$ cat src/rtl/jam_cost_table.sv
// Cost-table front end for the JAM solver: streams in an 8x8 table of 7-bit costs, serves registered
// lookups, gates the solver reset and captures its result. Optional running checksum: JAM_COST_CHECKSUM_EN.
module jam_cost_table (
  input  logic        CLK,
  input  logic        RST,
  input  logic        in_valid,
  input  logic [6:0]  in_data,
  output logic        in_ready,
  input  logic [2:0]  W,
  input  logic [2:0]  J,
  output logic [6:0]  Cost,
  output logic        JamRst,
  output logic        Loaded,
  input  logic        Valid,
  input  logic [3:0]  MatchCount,
  input  logic [9:0]  MinCost,
  output logic        ResValid,
  output logic [3:0]  ResMatch,
`ifdef JAM_COST_CHECKSUM_EN
  output logic [9:0]  ResMin,
  output logic [12:0] Checksum
`else
  output logic [9:0]  ResMin
`endif
);

  typedef enum logic {LOAD, RUN} state_e;

  state_e      state_q, state_d;
  logic [5:0]  wcnt_q, wcnt_d;
  logic [6:0]  cost_q;
  logic        jam_rst_q, jam_rst_d;
  logic        loaded_q, loaded_d;
  logic        res_valid_q, res_valid_d;
  logic [3:0]  res_match_q, res_match_d;
  logic [9:0]  res_min_q, res_min_d;
  logic        accept;
  logic [6:0]  mem [64];

  assign in_ready = (state_q == LOAD);
  assign accept   = in_valid & in_ready;

  // NOTE: every variable written here gets a default first, so no latch can be inferred.
  always_comb begin
    state_d     = state_q;
    wcnt_d      = wcnt_q;
    res_valid_d = 1'b0;
    res_match_d = res_match_q;
    res_min_d   = res_min_q;
    unique case (state_q)
      LOAD: begin
        if (accept) begin
          wcnt_d = wcnt_q + 6'd1;
          if (wcnt_q == 6'd63) state_d = RUN;
        end
      end
      RUN: begin
        if (Valid) begin
          state_d     = LOAD;
          res_valid_d = 1'b1;
          res_match_d = MatchCount;
          res_min_d   = MinCost;
        end
      end
      default: state_d = LOAD;
    endcase
    jam_rst_d = (state_d != RUN);
    loaded_d  = (state_d == RUN);
  end

  // NOTE: sequential state uses non-blocking assignments only; the table contents are deliberately
  // left out of the reset branch (large storage needs no reset), so writes are suppressed while RST is high.
  always_ff @(posedge CLK or posedge RST) begin
    if (RST) begin
      state_q     <= LOAD;
      wcnt_q      <= 6'd0;
      cost_q      <= 7'd0;
      jam_rst_q   <= 1'b1;
      loaded_q    <= 1'b0;
      res_valid_q <= 1'b0;
      res_match_q <= 4'd0;
      res_min_q   <= 10'd0;
    end else begin
      state_q     <= state_d;
      wcnt_q      <= wcnt_d;
      cost_q      <= mem[{W, J}];
      jam_rst_q   <= jam_rst_d;
      loaded_q    <= loaded_d;
      res_valid_q <= res_valid_d;
      res_match_q <= res_match_d;
      res_min_q   <= res_min_d;
      if (accept) mem[wcnt_q] <= in_data;
    end
  end

  assign Cost     = cost_q;
  assign JamRst   = jam_rst_q;
  assign Loaded   = loaded_q;
  assign ResValid = res_valid_q;
  assign ResMatch = res_match_q;
  assign ResMin   = res_min_q;

`ifdef JAM_COST_CHECKSUM_EN
  logic [12:0] checksum_q, checksum_d;

  // The first word of each load restarts the sum instead of adding to the previous table's total.
  always_comb begin
    checksum_d = checksum_q;
    if (accept) begin
      if (wcnt_q == 6'd0) checksum_d = {6'd0, in_data};
      else                checksum_d = checksum_q + {6'd0, in_data};
    end
  end

  always_ff @(posedge CLK or posedge RST) begin
    if (RST) checksum_q <= 13'd0;
    else     checksum_q <= checksum_d;
  end

  assign Checksum = checksum_q;
`endif

endmodule

$ cat config.mk
export PLATFORM = sky130hd
export DESIGN_NAME = jam_cost_table
export DESIGN_NICKNAME = d
export VERILOG_FILES = /design/src/rtl/jam_cost_table.sv
export SDC_FILE = /design/constraint.sdc
export NUM_CORES = 1
export LEC_CHECK = 0
export CAP_MARGIN = 10
export CORE_ASPECT_RATIO = 1.25
export CORE_MARGIN = 3
export CORE_UTILIZATION = 41
export DETAILED_ROUTE_END_ITERATION = 8
export GPL_ROUTABILITY_DRIVEN = 1
export PLACE_DENSITY = 0.63
export SKIP_CTS_REPAIR_TIMING = 1
export SLEW_MARGIN = 5
export SYNTH_ARGS = -nofsm -noshare
export SYNTH_HDL_FRONTEND = slang
export SYNTH_SLANG_ARGS = --single-unit
$ cat constraint.sdc
create_clock -name CLK -period 2.05 [get_ports CLK]
set_input_delay 0.41 -clock CLK [delete_from_list [all_inputs] [get_ports CLK]]
set_output_delay 0.41 -clock CLK [all_outputs]
set_load 0.05 [all_outputs]
Yosys cells after proc, flatten, opt, wreduce, memory -nomap -nowiden
Memories as Yosys holds them, arrays and structs flattened. A register that Yosys moved wholly into a read port is not among the register bits.
Index checks and enable logic that the tools add are counted.

storage, ports and cells
  bits in registers = 23
  latch bits = 0
  memory bits (writable) = 448
  bits in read-only memories = 0
  input port bits = 31
  output and inout bits = 25
  logic and storage cells = 24
  memories = 1

memory list
  name  words  bits a word  read ports  clocked after Yosys merged registers in  write ports  RTL line  text
  mem   64     7            1           1                                        1            38        logic [6:0] mem [64];

operators by class
  add/sub/neg operators = 1
  multiply operators = 0
  div/mod/pow operators = 0
  magnitude comparators = 0
  equality and inequality tests = 1
  shifts and indexed selects = 0
  mux-type cells = 8
  bitwise gates (word level) = 3
  reductions and logical operators = 4

operators with widths
  cell                   count
  $mux W1                7
  $add A6 B1 Y6 const B  1
  $eq A6 B6 Y1 const B   1
  $reduce_and A2 Y1      2
  $not A1 Y1             2
  $pmux W1 S2            1
  $and A1 B1 Y1          1
  $logic_and A1 B1 Y1    1
  $logic_not A1 Y1       1

Depth between registers and ports, before layout
  depth after elaboration = 5
  depth in mapped cells = 9
  mapped depth without buffers = 5

Least setup slack after synthesis
No wires, ideal clock.

  kind = reg2reg
  from = register Loaded (netlist name)
  to = memory mem[58][0] (enable)
  library setup time = 0.360 ns
  arrival = 2.087 ns
  required time = 1.690 ns
  slack = -0.397 ns
  stages on the path, launching flop included = 6
  path buffers = 0
  clock period less this slack = 2.447 ns
  cell sequence = dfrtp_1 inv_1 nand2_1 nor3_1 nand3b_1 nor2_1

RTL lines
  item           RTL line
  end, declared  38

==> qor.txt <==
Area of the multi-input gates = 4160 µm²
Worst setup path end = Cost[4]
Post-Place Cells = 1662
Pleak = 0.00797 µW
Largest net degree at the start of global routing = 65
Final worst-path cycle share = 96.5%
Critical path peak fanout = 1
Pre-CTS setup slack = -0.534 ns
CORE AREA = 44500 µm²
Initial DRC Count = 820
Syn nets = 943
WP depth = 7
Final Wtd Congestion = 0.880
Yosys warnings = 0
Reg area = 14200 µm²
Fillers = 3535
Synth top area share = 72.1%
Slew @ Worst Pin = 0.671 ns
Antenna viol nets, final = 0
Io pins = 56
Die W = 197 µm
Max-slew violation count = 0
GRT Residual Overflow = 0
Crit path launch type = flip-flop
Min Clock Period, post-route = 1.98 ns
Outcome = finished clean
HPWL after DPL = 28600 µm
Antenna diode count = 0
Die Area = 48100 µm²
TritonCTS clock tree = done
Final-stage net count = 1169
Final setup viols = 0
Cell Area, Synth = 18700 µm²
Commonest cells in the netlist = edfxtp_1, mux4_2, nor2_1
Start point of the critical path = mem[62][4]
#FFs+latches synth = 478
Critical path, cell by cell = mux4_2 > mux2i_1 > buf_4 > nor2_1 > o41ai_1 > buf_4 > o41ai_1
P per Cell Area = 937 nW/µm²
Setup Skew = 0.0302 ns
PortBufs = 55
Vias/cell = 5.50
Post-DR wirelength/cell = 24.5 µm
Area grow syn2layout = 23.5%
Number of max-cap violations = 0
Worst r2r src = mem[62][4]
Ys async rst share = 6.28%
Syn_area_per_cell = 20.5 µm²
Routed via count = 9600
Vias in the first global route = 10000
Row Count = 86
Fmax achieved = 0.506 GHz
Utilization of the core after routing = 51.7%
Min-delay worst type = primary input to flip-flop
Sequential area share after synthesis = 76.1%
Worst R2R Setup Slack = 0.07 ns
R2r worst-path depth = 7
Rel. slew slack = 54.1%
Root buffer cell = clkbuf_16
RSZ-0062 raised after global routing = false
Slowest-stage cell, CP = mux4_2
Top delay family on crit path = multiplexers
DRC viols = 0
Fin worst setup slack = 0.0723 ns
Post-synth EDFFs = 448
VDD IR max = 0.000639 V
Synth Flop Type = edfxtp_1
Most frequent cell after synthesis = edfxtp_1
Initial antenna violation count = 0
Critical path class = flip-flop to flip-flop
# H-tree levels = 2
Die Height = 244 µm
Tot GR Track Use = 18.0%
Non-filler cells, final = 1745
CTS clk-pin slew, worst paths = 0.07 ns
Yosys top cell by area = edfxtp_1
Total clock sinks = 478
CP Capture Type = flip-flop
CP required = 2.46 ns
Maximum clock path buffer count = 3
Synth area leaders = edfxtp_1, mux4_2, dfrtp_1
Worst skew pair latency = 0.56 ns
First-pass GRT wire length = 64100 µm
Arrival @ worst endpoint = 2.39 ns
Reg2reg end = Cost[4]
Final WL = 42700 µm
Max incr delay on CP = 0.50 ns
Final Hold Vio Count = 0
TritonCTS buffer count = 45
Fraction of layout cells with a size suffix above 1 = 35.9%
DRT Pass-1 Iters = 7
Mapped Cells = 911
Post-synth cell types = 44
Starting density of the core = 41.9%
Critical path buffer and inverter count = 2
-- power breakdown --
| group | internal (µW) | leakage, µW | switching [µW] |
|---|---|---|---|
| Combinational | 812 | 0.00285 | 1200 |
| Sequential | 10900 | 0.00440 | 223 |
| Clock | 4860 | 0.000714 | 3580 |
| Total | 16600 | 0.00797 | 5010 |
-- per-layer routing --
layer / track usage [%] / wire [µm]
met1: 23.8 / 17100
met2: 30.1 / 21500
met3: 3.29 / 2400
met4: 6.90 / 1680
met5: 0 / 0
-- final cells by class --
cell class,instances,area share [%]
Inverter,16,0.277
Multi-Input combinational cell,365,18.0
Timing Repair Buffer,231,10.4
Tap cell,572,3.11
Sequential cell,478,61.6
Clock inverter,31,1.38
Clock buffer,52,5.19
-- layout by cell type (no fill, tap or decap), types with 10 or more instances in the layout --
cell             Yosys  final
nor2b_1             11     11
nor2_2               0     29
a21oi_1             10     10
nand2_1             16     16
edfxtp_1           448    448
mux2_2              31     31
mux4_1              11     11
mux2i_1             10     10
dlymetal6s2s_1       0     23
o221ai_1            13     13
dfrtp_1             29     28
buf_12               2     40
o22ai_1             13     13
buf_4                8    139
inv_1               16     15
nor2_1              81     50
clkbuf_16            0     47
clkdlybuf4s50_1      0     20
mux4_2              92     92
-- flip-flops by register name, indices dropped and copies added (netlist names) --
name,cells
mem,448
ResMin,10
Cost,7
ResMatch,4
JamRst,1
wcnt_q,6
ResValid,1
Loaded,1
-- logic make-up after synthesis --
logic type / synth area share (%)
mux: 15.1
buf+inv: 2.07
xor+xnor: 0.235
simple gates: 3.53
flops: 76.1
compound gates: 2.88
fa+ha+maj: 0.0671
-- metrics by stage --
stage	cell area, µm²	power (µW)	hold slack (ns)	TNS [ns]
2_1_floorplan	18800	12400	0.509	-21.23
3_3_place_gp	21500	13300	0.488	-36.38
3_5_place_dp	21500	13400	0.498	-51.39
4_1_cts	23000	21800	0.289	-3.01
5_1_grt	23000	22300	0.302	0
6_report	23000	21600	0.317	0
-- worst min path at each step --
stage / startpoint / end / slack [ns] / depth (start not counted)
6_report: in_data[2] / mem[50][2] / 0.32 / 1
4_1_cts: in_data[2] / mem[54][2] / 0.29 / 1
5_1_grt: in_data[2] / mem[52][2] / 0.30 / 1
2_1_floorplan: RST / Cost[0] / 0.51 / 1
3_3_place_gp: ResMin[9] / ResMin[9] / 0.49 / 1
3_5_place_dp: ResMatch[3] / ResMatch[3] / 0.50 / 1
(Power assumes the default switching activity.)
